## src/rtl/br_sb.sv

```systemverilog
// br_sb: parametrised register bank (2 async read ports, 1 sync write port, reg 0 = 0) with pending-write scoreboard; ports clk, rst_n, RA1/RA2 -> DR1/DR2 & Busy1/Busy2, Di/Dir/Regw write, Sset/SA scoreboard set, Npend pending count; define BR_BYPASS_EN for write-first forwarding
module br_sb #(
  parameter int DW = 32,
  parameter int AW = 5
) (
  input  logic          clk,
  input  logic          rst_n,
  input  logic [AW-1:0] RA1,
  input  logic [AW-1:0] RA2,
  output logic [DW-1:0] DR1,
  output logic [DW-1:0] DR2,
  input  logic [DW-1:0] Di,
  input  logic [AW-1:0] Dir,
  input  logic          Regw,
  input  logic          Sset,
  input  logic [AW-1:0] SA,
  output logic          Busy1,
  output logic          Busy2,
  output logic [AW:0]   Npend
);
  localparam int N = 1 << AW;
  logic [DW-1:0] r [N];
  logic [N-1:0]  b;
  logic          we, set, inc, dec;
  assign we  = Regw && Dir != '0;
  assign set = Sset && SA != '0;
  assign inc = set && !b[SA];
  assign dec = we && b[Dir] && !(set && SA == Dir);
  always_ff @(posedge clk or negedge rst_n)
    if (!rst_n) begin
      for (int i = 0; i < N; i++) r[i] <= '0;
      b     <= '0;
      Npend <= '0;
    end else begin
      if (we) r[Dir] <= Di;
      if (we) b[Dir] <= 1'b0;
      if (set) b[SA] <= 1'b1;
      Npend <= Npend + (AW+1)'(inc) - (AW+1)'(dec);
    end
`ifdef BR_BYPASS_EN
  logic f1, f2, keep;
  assign keep  = set && SA == Dir;
  assign f1    = rst_n && we && Dir == RA1;
  assign f2    = rst_n && we && Dir == RA2;
  assign DR1   = f1 ? Di : r[RA1];
  assign DR2   = f2 ? Di : r[RA2];
  assign Busy1 = f1 && !keep ? 1'b0 : b[RA1];
  assign Busy2 = f2 && !keep ? 1'b0 : b[RA2];
`else
  assign DR1   = r[RA1];
  assign DR2   = r[RA2];
  assign Busy1 = b[RA1];
  assign Busy2 = b[RA2];
`endif
endmodule

```

## config.mk

```make
export PLATFORM = sky130hd
export DESIGN_NAME = br_sb
export DESIGN_NICKNAME = d
export VERILOG_FILES = /design/src/rtl/br_sb.sv
export SDC_FILE = /design/constraint.sdc
export NUM_CORES = 2
export LEC_CHECK = 0
export ABC_AREA = 0
export CORE_UTILIZATION = 55
export DETAILED_ROUTE_END_ITERATION = 6
export PLACE_DENSITY = 0.79
export REMOVE_ABC_BUFFERS = 1
export SYNTH_ARGS = -nofsm -noshare
export SYNTH_HDL_FRONTEND = slang
export SYNTH_SLANG_ARGS = --single-unit
```

## constraint.sdc

```tcl
create_clock -name clk -period 5.18 [get_ports clk]
set_clock_uncertainty 0.2 [all_clocks]
set_input_delay 1.554 -clock clk [delete_from_list [all_inputs] [get_ports clk]]
set_output_delay 1.554 -clock clk [all_outputs]
set_load 0.01 [all_outputs]
```

==> results.md <==
- Synth top area cells: dfrtp_1, mux4_2, mux2_2
- Max-capacitance violation count: 0
- Synth Area in Simple Gates: 0.766%
- Final Hold Violating Endpoints: 0
- Most common cell in the netlist: dfrtp_1
- Clock Sink Count: 1,062
- Fin cells: just over 5,000
- FP Rows: 117
- Synth area leader: dfrtp_1
- Slowest-stage cell, CP: mux4_2
- Setup crit end kind: output port
- Chip Height: 323 um
- Critical path buffer and inverter count: 6
- Crit Reg-Reg Endpoint: Npend[4]$_DFF_PN0_
- Reg clk slew, reported paths: 60 ps
- Worst setup SP type: input port
- Yosys reg bits: 1,062
- Total track usage: 34.1%
- Post-synthesis mux area share: 48.0%
- CP arrival: 3660 ps
- Post-synthesis cell type count: 41
- Fin crit share: 105%
- Area share of xor/xnor cells in the synthesized design: 0.155%
- CTS tree: yes
- Vias in the first global route: between 30,000 and 40,000
- Iteration-0 DRC Markers: roughly 4,200
- Worst Setup SP: RA1[0]
- Core ar.: 102,000 sq um
- Worst rel slew slack: 24.7%
- CTS Root Cell: clkbuf_16
- Slowest stage delay, CP: approximately 500 ps
- First-pass GRT wire length: ~260,000 um
- Largest net degree at the start of global routing: 98
- Post-synth ARST share: 100%
- Slew Viols, Final: 0
- FMAX: 0.185 GHz
- Seq/Total Area, Yosys: 47.0%
- Pleak: a little under 30 nW
- CTS Buffer Depth: 3
- Unrepaired setup endpoints after global routing: true
- Status: complete, but fails checks
- Dpl cells: about 4,700
- Cts bufs inserted: 110
- Ratio of routed vias to standard cells: 7.16
- Mapped Area: 56,500 sq um
- Kind of critical path: in -> out
- Routed wire length: approximately 170,000 um
- Dominant synthesized flop cell: dfrtp_1
- Synth warn: 0
- Most common cell on crit path: buf_16
- Layout net count: 3,651
- Skew-Pair Late Insertion Delay: 700 ps
- Synth Area in Adders: less than 1%
- H-tree depth: 3
- DR vias: 36,133
- Final Setup Violations: 64
- DR pass1 iterations: 5
- Crit path max-delay family: multiplexers
- Critical-path cell list: buf_16 > buf_16 > buf_12 > buf_8 > buf_16 > mux4_2 > mux4_2 > mux2_4 > buf_6
- Syn Area/Cell: about 17 sq um
- Antenna viol nets, final: 0
- HPWL Detailed: between 90,000 and 100,000 um
- Routed len/inst: 34.4 um
- Die width: approximately 320 um
- Die Area: 104,000 sq um
- Reg-to-reg slack, setup: approximately 2000 ps
- Maximum VDD drop: 0.285 mV
- Hold Crit Class: reg -> reg
- GP Congestion: ~0.86
- Final Power: approximately 0.026 W
- Share of layout cells above drive strength 1: 65.1%
- Crit. path cell count: 9
- Violated checks: setup timing
- CTS hold repair buffers: 0
- Post-synth top area share: a little under half
- Post-route DRC: 0
- Fin util: 66.3%
- Post-synth EDFFs: 0
- Worst slew pin tran: 1130 ps
- IO Count: 128
- Post-Syn Instances: 3,379
- Input/output buffers: 127
- Antenna violations before repair: 4
- PD cells: around 390 nW/um^2
- Synth top cells by count: dfrtp_1, mux2_2, mux4_2, clkbuf_1, buf_2
- Initial Utilization: a little under three fifths
- Synth Area in Compound Gates: 0.752%
- Critical Path Sink: DR1[8]
- Largest family of logic cells by synthesized area: multiplexers
- R2R Path Start: b[9]$_DFF_PN0_
- Cell depth of the worst flop-to-flop path: 12
- GR Overflow Total: 0
- Tmin final: between 5000 and 6000 ps
- Layout area overhead: 19.6%
- Critical Path Fanout Max: 6
- Critical Path RT: 3430 ps
- Worst setup margin: -234 ps
[layout make-up]
type | instances | area [sq um]
tap | 1368 | 1710
antenna | 1 | 2.50
multi-input combinational | 1908 | 28500
clock buffer | 153 | 3200
clock inverter | 47 | 767
fill | 6490 | 34300
inverter | 10 | 37.5
timing repair buffer | 496 | 6770
sequential | 1062 | 26600
[registers in the layout, indices dropped and copies added, names as in the netlist]
signal,flops
r,1024
b,32
Npend,6
[metrics by stage]
stage	setup slack (ps)	setup TNS (ps)	instance area, sq um	hold slack (ps)
after floorplan	662	0	54800	165
after global routing	-252	-9840	67600	206
after detailed placement	-625	-35380	61100	183
after global placement	-578	-34670	61100	176
final	-234	-8400	67600	201
after CTS	-277	-10250	67400	197
[cell usage in the layout (no fill, tap or decap), drive strengths merged, types with 2 or more instances in the layout]
master	Yosys	routed
ha	6	6
nand2b	7	7
a32o	5	5
a21o	2	2
nand3	5	5
mux2	1060	1060
nand4b	2	2
nor3	5	5
o22ai	2	2
a22o	11	11
mux2i	11	11
dfrtp	1062	1062
xnor2	10	10
bufinv	0	18
clkbuf	229	163
nand2	28	28
clkdlybuf4s50	0	50
and3b	2	2
buf	170	434
inv	10	15
nor2b	3	3
clkinvlp	0	4
o21ai	33	33
and3	2	2
nor3b	6	6
or2	2	2
nor2	16	16
mux4	670	670
clkinv	0	20
a21oi	4	4
nand3b	5	5
[cell families (layout without fill, tap and decap cells)]
family,count (synthesis),in the layout
xor gates and xnor gates,10,10
DFF,1062,1062
adders and majority gates,7,7
and+or+nand+nor,85,85
buffers and inverters,409,706
muxes,1741,1741
other,0,1
AOI/OAI and AO/OA,65,65
[power by group]
group | switching, W | internal [W] | leakage (nW)
Combinational | 0.00221 | 0.00394 | 13.7
Sequential | 0.00133 | 0.00990 | 13.6
Clock | 0.00348 | 0.00520 | 1.95
[what timing repair did]
item,CTS,global route
buffers inserted,80,30
endpoints found under the setup margin,66,65
endpoints found under the hold margin,0,0
gates resized for setup,469,81
cloned,27,7
[worst register-to-register path: stages, from the launching register on]
cell      delay [ps]
dfrtp_1          440
mux4_2           510
a221oi_1         400
a31oi_1          170
ha_1             300
inv_1             50
ha_1             150
inv_1             60
fa_1             420
inv_1             70
a21o_1           110
a21oi_1           70
xnor2_1          120
[worst min path at each step]
stage,start,endpoint,cells past startpoint
global placement,r[1011]$_DFFE_PN0P_,r[1011]$_DFFE_PN0P_,0
floorplan,r[1000]$_DFFE_PN0P_,r[1000]$_DFFE_PN0P_,0
finish,r[993]$_DFFE_PN0P_,r[993]$_DFFE_PN0P_,0
CTS,r[1012]$_DFFE_PN0P_,r[1012]$_DFFE_PN0P_,0
detailed placement,r[1014]$_DFFE_PN0P_,r[1014]$_DFFE_PN0P_,0
global route,r[1005]$_DFFE_PN0P_,r[1005]$_DFFE_PN0P_,0
[layer usage]
layer / track usage (%) / wire length, um / vias to the layer above / part of all wire (%)
met1: 45.2 / 64100 / 19495 / 37
met2: 53.5 / 83300 / 2311 / 48
met4: 16.9 / 9360 / 4 / 5.4
met5: 0 / 23 / - / 0.013
li1: - / - / 13736 / -
met3: 7.92 / 17000 / 587 / 9.8
Power figures use the tool's default switching activity.
